[src/rtl/ads_touch_pkg.sv]
// Shared types and constants for the ADS7843 touch-panel sequencer.
package ads_touch_pkg;

    typedef enum logic [2:0] {
        ST_IDLE,
        ST_DEBOUNCE,
        ST_CONV_X,
        ST_CONV_Y,
        ST_SETTLE,
        ST_GAP,
        ST_SETTLE_GAP
    } ads_state_e;

    localparam logic [7:0] CMD_X = 8'hD0;
    localparam logic [7:0] CMD_Y = 8'h90;

    localparam logic [1:0] ADDR_STATUS = 2'd0;
    localparam logic [1:0] ADDR_X      = 2'd1;
    localparam logic [1:0] ADDR_Y      = 2'd2;
    localparam logic [1:0] ADDR_RSVD   = 2'd3;

    localparam int SETTLE_CYC  = 16;
    localparam int XFER_PHASES = 48;

    function automatic int max3(input int a, input int b, input int c);
        int m;
        m = (a > b) ? a : b;
        return (m > c) ? m : c;
    endfunction

endpackage

[src/rtl/ads_spi_xfer.sv]
// One 24-DCLK ADS7843 conversion: shifts an 8-bit command out, returns the 12-bit result.
module ads_spi_xfer
    import ads_touch_pkg::*;
#(
    parameter int CLK_DIV = 25
) (
    input  logic        clk,
    input  logic        reset,
    input  logic        start_i,
    input  logic [7:0]  cmd_i,
    output logic        busy_o,
    output logic        done_o,
    output logic [11:0] result_o,
    output logic        cs_n_o,
    output logic        dclk_o,
    output logic        din_o,
    input  logic        dout_i
);

    localparam int               DIV_W    = $clog2(CLK_DIV);
    localparam logic [DIV_W-1:0] DIV_LAST = DIV_W'(CLK_DIV - 1);

    logic             busy_q, done_q, cs_n_q, dclk_q, din_q;
    logic [DIV_W-1:0] div_q;
    logic [5:0]       ph_q;
    logic [7:0]       cmd_q;
    logic [23:0]      shift_q;
    logic [11:0]      result_q;
    logic             unused_shift;

    always_ff @(posedge clk) begin
        done_q <= 1'b0;
        if (reset) begin
            busy_q <= 1'b0;
            cs_n_q <= 1'b1;
            dclk_q <= 1'b0;
            din_q  <= 1'b0;
            div_q  <= '0;
            ph_q   <= '0;
        end else if (!busy_q) begin
            if (start_i) begin
                busy_q <= 1'b1;
                cs_n_q <= 1'b0;
                din_q  <= cmd_i[7];
                cmd_q  <= {cmd_i[6:0], 1'b0};
                div_q  <= '0;
                ph_q   <= '0;
            end
        end else if (cs_n_q) begin
            // chip-select recovery time before another transaction may start
            if (div_q == DIV_LAST) busy_q <= 1'b0;
            else                   div_q  <= div_q + DIV_W'(1);
        end else if (ph_q == 6'(XFER_PHASES)) begin
            cs_n_q   <= 1'b1;
            done_q   <= 1'b1;
            result_q <= shift_q[14:3];
            div_q    <= '0;
        end else if (div_q == DIV_LAST) begin
            div_q  <= '0;
            ph_q   <= ph_q + 6'd1;
            dclk_q <= ~dclk_q;
            if (!dclk_q) begin
                shift_q <= {shift_q[22:0], dout_i};
            end else begin
                din_q <= cmd_q[7];
                cmd_q <= {cmd_q[6:0], 1'b0};
            end
        end else begin
            div_q <= div_q + DIV_W'(1);
        end
    end

    assign unused_shift = ^{shift_q[23:15], shift_q[2:0]};

    assign busy_o   = busy_q;
    assign done_o   = done_q;
    assign result_o = result_q;
    assign cs_n_o   = cs_n_q;
    assign dclk_o   = dclk_q;
    assign din_o    = din_q;

endmodule

[src/rtl/ads_touch_ctrl.sv]
// ADS7843 touch sequencer: pen debounce, averaged X/Y bursts, Avalon-MM register slave.
module ads_touch_ctrl
    import ads_touch_pkg::*;
#(
    parameter int CLK_DIV      = 25,
    parameter int DEBOUNCE_CYC = 50000,
    parameter int SAMPLE_GAP   = 500000,
    parameter int AVG_LOG2     = 2
) (
    input  logic        clk,
    input  logic        reset,
    input  logic [1:0]  address,
    input  logic        read,
    input  logic        write,
    input  logic [15:0] writedata,
    output logic [15:0] readdata,
    output logic        irq,
    input  logic        pen_irq_n,
    output logic        ads_cs_n,
    output logic        ads_dclk,
    output logic        ads_din,
    input  logic        ads_dout
);

    localparam int ACC_W  = 12 + AVG_LOG2;
    localparam int PAIR_W = AVG_LOG2 + 1;
    localparam int NPAIR  = 1 << AVG_LOG2;
    localparam int CNT_W  = $clog2(max3(DEBOUNCE_CYC, SAMPLE_GAP, SETTLE_CYC) + 1);

    ads_state_e        state_q, state_d;
    logic [1:0]        sync_q;
    logic [CNT_W-1:0]  cnt_q, cnt_d;
    logic [PAIR_W-1:0] pair_q, pair_d;
    logic [ACC_W-1:0]  acc_x_q, acc_x_d, acc_y_q, acc_y_d;
    logic [11:0]       x_q, x_d, y_q, y_d;
    logic              pend_q, pend_d, pen_db_q, pen_db_d;
    logic              valid_q, irq_en_q, set_valid;
    logic [15:0]       readdata_q;
    logic              pen;
    logic              xfer_start, xfer_busy, xfer_done;
    logic [7:0]        xfer_cmd;
    logic [11:0]       xfer_result;
    logic              unused_wdata;

    assign pen = ~sync_q[1];

    ads_spi_xfer #(.CLK_DIV(CLK_DIV)) u_xfer (
        .clk      (clk),
        .reset    (reset),
        .start_i  (xfer_start),
        .cmd_i    (xfer_cmd),
        .busy_o   (xfer_busy),
        .done_o   (xfer_done),
        .result_o (xfer_result),
        .cs_n_o   (ads_cs_n),
        .dclk_o   (ads_dclk),
        .din_o    (ads_din),
        .dout_i   (ads_dout)
    );

    always_comb begin
        state_d    = state_q;
        cnt_d      = cnt_q;
        pair_d     = pair_q;
        acc_x_d    = acc_x_q;
        acc_y_d    = acc_y_q;
        x_d        = x_q;
        y_d        = y_q;
        pend_d     = pend_q;
        pen_db_d   = pen_db_q;
        set_valid  = 1'b0;
        xfer_start = 1'b0;
        xfer_cmd   = CMD_X;
        unique case (state_q)
            ST_IDLE: begin
                pen_db_d = 1'b0;
                cnt_d    = CNT_W'(1);
                if (pen) state_d = ST_DEBOUNCE;
            end
            ST_DEBOUNCE: begin
                if (!pen) begin
                    state_d = ST_IDLE;
                end else if (cnt_q == CNT_W'(DEBOUNCE_CYC - 1)) begin
                    pen_db_d = 1'b1;
                    acc_x_d  = '0;
                    acc_y_d  = '0;
                    pair_d   = '0;
                    state_d  = ST_CONV_X;
                end else begin
                    cnt_d = cnt_q + CNT_W'(1);
                end
            end
            // pen is deliberately ignored while converting
            ST_CONV_X, ST_CONV_Y: begin
                xfer_cmd   = (state_q == ST_CONV_X) ? CMD_X : CMD_Y;
                xfer_start = !pend_q && !xfer_busy;
                if (xfer_start) pend_d = 1'b1;
                if (xfer_done) begin
                    pend_d = 1'b0;
                    if (state_q == ST_CONV_X) begin
                        acc_x_d = acc_x_q + ACC_W'(xfer_result);
                        state_d = ST_CONV_Y;
                    end else begin
                        acc_y_d = acc_y_q + ACC_W'(xfer_result);
                        pair_d  = pair_q + PAIR_W'(1);
                        cnt_d   = '0;
                        state_d = (pair_d == PAIR_W'(NPAIR)) ? ST_SETTLE : ST_CONV_X;
                    end
                end
            end
            ST_SETTLE, ST_SETTLE_GAP: begin
                if (cnt_q != CNT_W'(SETTLE_CYC - 1)) begin
                    cnt_d = cnt_q + CNT_W'(1);
                end else if (!pen) begin
                    pen_db_d = 1'b0;
                    state_d  = ST_IDLE;
                end else if (state_q == ST_SETTLE) begin
                    x_d       = acc_x_q[ACC_W-1 -: 12];
                    y_d       = acc_y_q[ACC_W-1 -: 12];
                    set_valid = 1'b1;
                    cnt_d     = '0;
                    state_d   = ST_GAP;
                end else begin
                    acc_x_d = '0;
                    acc_y_d = '0;
                    pair_d  = '0;
                    state_d = ST_CONV_X;
                end
            end
            ST_GAP: begin
                if (cnt_q == CNT_W'(SAMPLE_GAP - 1)) begin
                    cnt_d   = '0;
                    state_d = ST_SETTLE_GAP;
                end else begin
                    cnt_d = cnt_q + CNT_W'(1);
                end
            end
            default: state_d = ST_IDLE;
        endcase
    end

    always_ff @(posedge clk) begin
        if (reset) begin
            sync_q   <= 2'b11;
            state_q  <= ST_IDLE;
            cnt_q    <= '0;
            pend_q   <= 1'b0;
            pen_db_q <= 1'b0;
            x_q      <= '0;
            y_q      <= '0;
        end else begin
            sync_q   <= {sync_q[0], pen_irq_n};
            state_q  <= state_d;
            cnt_q    <= cnt_d;
            pend_q   <= pend_d;
            pen_db_q <= pen_db_d;
            x_q      <= x_d;
            y_q      <= y_d;
        end
        acc_x_q <= acc_x_d;
        acc_y_q <= acc_y_d;
        pair_q  <= pair_d;
    end

    // a fresh result outranks the clear-on-read of Y
    always_ff @(posedge clk) begin
        if (reset) begin
            readdata_q <= '0;
            irq_en_q   <= 1'b0;
            valid_q    <= 1'b0;
        end else begin
            if (read) begin
                unique case (address)
                    ADDR_STATUS: readdata_q <= {14'b0, valid_q, pen_db_q};
                    ADDR_X:      readdata_q <= {4'b0, x_q};
                    ADDR_Y:      readdata_q <= {4'b0, y_q};
                    default:     readdata_q <= '0;
                endcase
            end
            if (write && address == ADDR_STATUS) irq_en_q <= writedata[0];
            if (set_valid)                           valid_q <= 1'b1;
            else if (read && address == ADDR_Y)      valid_q <= 1'b0;
        end
    end

    assign unused_wdata = ^writedata[15:1];
    assign readdata     = readdata_q;
    assign irq          = valid_q & irq_en_q;

endmodule

[config.mk]
export PLATFORM = sky130hd
export DESIGN_NAME = ads_touch_ctrl
export DESIGN_NICKNAME = d
export VERILOG_FILES = /design/src/rtl/ads_touch_pkg.sv /design/src/rtl/ads_spi_xfer.sv /design/src/rtl/ads_touch_ctrl.sv
export SDC_FILE = /design/constraint.sdc
export NUM_CORES = 1
export LEC_CHECK = 0
export BUFFER_PORTS_ARGS = -buffer_cell sky130_fd_sc_hd__buf_4
export CORE_MARGIN = 5
export CORE_UTILIZATION = 40
export DETAILED_ROUTE_END_ITERATION = 10
export SLEW_MARGIN = 20
export SYNTH_ARGS = -nofsm -noshare
export SYNTH_HDL_FRONTEND = slang
export SYNTH_SLANG_ARGS = --single-unit
[constraint.sdc]
create_clock -name clk -period 7.6 [get_ports clk]
set_input_delay 0.38 -clock clk [delete_from_list [all_inputs] [get_ports clk]]
set_output_delay 0.38 -clock clk [all_outputs]
set_load 0.03 [all_outputs]
==> impl_metrics.toml <==
[status]
outcome = "complete, no violations"

[final_layout]
final_common_cell = "nand2_1"
final_cells = 974
final_cell_mix = "nand2_1 (81), dfxtp_1 (80), a21oi_1 (69)"
diodes = 0
final_nets = 793
synthToLayoutAreaGrowth_pct = 12.3
final_util_pct = 45.7
drive_above_1_share_pct = 10.9

[clock_tree]
cts_sinks = 141
cts_resized = 0
cts_setup_buffers = 0
clk_transition_reported_paths_ns = 0.06
cts-root-buf = "clkbuf_16"
numCtsBuffers = 17
ctsHtreeMaxLevel = 4
cts_hold_buf = 0
clk_path_buf_depth = 2
clk-insertion-delay-late_ns = 0.42
cts_tree = "done"

[yosys]
ys_warn_count = 0
synth_edf_count = 61
ys_async_sr_fraction_pct = 0
ys.flop_type = "dfxtp_1"
yosysSeqAreaShare_pct = 48.8
ys_ff_latch = 141
synth_cell_types = 66
syn-instance-count = 728
synth.cell_area_mm2 = 0.00704
syn_avg_cell_area_um2 = 9.67

[global_routing]
grtUsageTotal_pct = 14.7
grt_max_degree = 62
antenna_found_initial = 0
first_global_vias = 5092
grt_overflow = 0
grt_pass1_wl_mm = 24.4

[critical_path]
cp.arrival_ns = 2.96
cp_max_fo = 14
cp_cell_sequence = "ha_1, and3_1, nand4_1, or4b_1, a21oi_1, nor2_1, nor2_2"
path_class = "reg2reg"
startpoint_type = "register"
slowest_stage = "or4b_1"
crit_buf_inv = 0
cp.required_ns = 7.65
crit_family = "simple AND/OR/NAND/NOR gates"
critPathMaxStageDelay_ns = 0.57
end_kind = "register"

[place]
place_congestion = 0.896
io_buffers = 24
place_inst = 942
dp_hpwl_mm = 10.2

[sta]
rsz0062_at_grt = "false"
slew_headroom_pct = 32.8
fin_setup_tns_ns = 0
finalCriticalPeriod_ns = 2.90
fmax_mhz = 344
tightest_slew_ns = 1.00
finalMaxSlewViolations = 0
hold_violations = 0
skew_ns = 0.00578
period_share_pct = 38.2
setup_viol = 0

[detailed_routing]
route.vias.total = 5348
routed_via_density = 5.49
wl_per_cell_um = 14.8
wirelength_mm = 14.4
ant_nets = 0
drt_pass1_iterations = 5
dr.first_iter.drc_count = 377
drc = 0

[pwr]
seq_power_share_pct = 43.2
leakagePower_nw = 2.78
powerDensity_mw_per_mm2 = 265
p_sw_share_pct = 30.1
p_clk_share_pct = 37.9
p_switching_mw = 0.630
power.internal_mw = 1.46
ir_drop_mv = 0.153
comb_power_share_pct = 18.9

[floorplanning]
core.rowCount = 48
die_h_um = 143
core_mm2 = 0.0173
die_w_um = 143
start_util_pct = 40.7
boundaryPins = 44
die-area_mm2 = 0.0204

[min_path]
holdCritPathClass = "in2reg"

[run]
maxCapViolations = 0
[through the flow]
| stage | total power, mW | worst slack (ns) | hold WS, ns | area (um2) |
|---|---|---|---|---|
| final | 2.09 | 4.70 | 0.130 | 7900 |
| after global routing | 2.21 | 4.46 | 0.107 | 7900 |
| after CTS | 2.11 | 4.67 | 0.113 | 7900 |
| after detailed placement | 1.31 | 4.68 | 0.397 | 7330 |
| after global placement | 1.30 | 4.35 | 0.394 | 7330 |
| after floorplan | 1.23 | 4.77 | 0.389 | 7050 |
[Yosys cell counts (4+ instances only)]
cell      count  area (um2)
o21a_1        5        37.5
nand2_1      81         304
inv_1        17        63.8
nor2b_1       7        43.8
xor2_1       14         123
or2_2         5        31.3
and2_1       10        62.6
dfxtp_1      80        1600
xnor2_1      13         114
buf_6         4        45.0
nor3b_1       6        45.0
a21o_1       13        97.6
buf_2         8        40.0
nor3_1       12        60.1
or4_1        14         105
edfxtp_1     61        1830
nor4_1        4        25.0
nand4_1      17         106
a211oi_1     17         128
clkbuf_1     22        82.6
o21ai_0      17        85.1
a21oi_1      69         345
nand3_1      15        75.1
nand2b_1      9        56.3
a22oi_1      11        82.6
nor2_1       70         263
a21oi_2       9        78.8
and3_1       10        62.6
buf_4         5        37.5
ha_1         31         388
o31ai_1      17         128
[power groups by stage]
stage               Combinational [mW]  Clock (mW)  Sequential (mW)
global placement                 0.380           0            0.919
detailed placement               0.395           0            0.920
CTS                              0.396       0.810            0.904
floorplan                        0.326           0            0.907
finish                           0.395       0.793            0.903
global route                     0.446       0.847            0.913
[layer usage]
| layer | routed length [um] | GRT usage [%] | share of wire, % |
|---|---|---|---|
| met1 | 6980 | 20.1 | 48 |
| met2 | 6580 | 22.6 | 46 |
| met3 | 656 | 3.75 | 4.5 |
| met4 | 227 | 5.60 | 1.6 |
| met5 | 0 | 0 | 0 |
[state kept, by name (all words and copies together), names as in the netlist, 5 cells and up]
register,flops
readdata,12
u_xfer.ph_q,6
y_q,12
u_xfer.div_q,5
cnt_q,19
u_xfer.shift_q,15
x_q,12
acc_x_q,14
acc_y_q,14
u_xfer.result_o,12
[worst register-to-register path: cells and delay by family (launching register included)]
kind	cells	cell delay, ns
AO/OA/AOI/OAI	1	0.16
adder cells (fa/ha/maj)	1	0.22
flip-flops	1	0.41
AND/OR/NAND/NOR	5	1.74
[path summary, 6_finish.rpt]
path              startpoint                 to  slack [ns]  cells past startpoint
setup / recovery    cnt_q[0]         acc_x_q[6]        4.70                      7
hold / removal      ads_dout  u_xfer.shift_q[0]        0.13                      1
setup reg to reg    cnt_q[0]         acc_x_q[6]        4.70                      7
hold reg to reg    sync_q[0]          sync_q[1]        0.41                      1
[logic make-up (layout without fill, tap and decap cells)]
group	Yosys count	in the layout	share of synthesized area [%]
xor+xnor	27	27	3.36
buf+inv	57	75	3.87
simple gates	277	277	19.9
mux	3	3	0.444
compound gates	189	189	17.6
other cells	1	4	0.0533
fa+ha+maj	33	33	6.08
flops	141	141	48.8
[area by class of cell]
cell class                 count  area [um2]
inverter                      17        63.8
timing repair buffer          26         195
clock inverter                11        76.3
clock buffer                  21         493
tap                          225         282
fill                        1642        9390
multi-input combinational    533        3360
sequential                   141        3430
Power figures use the tool's default switching activity.
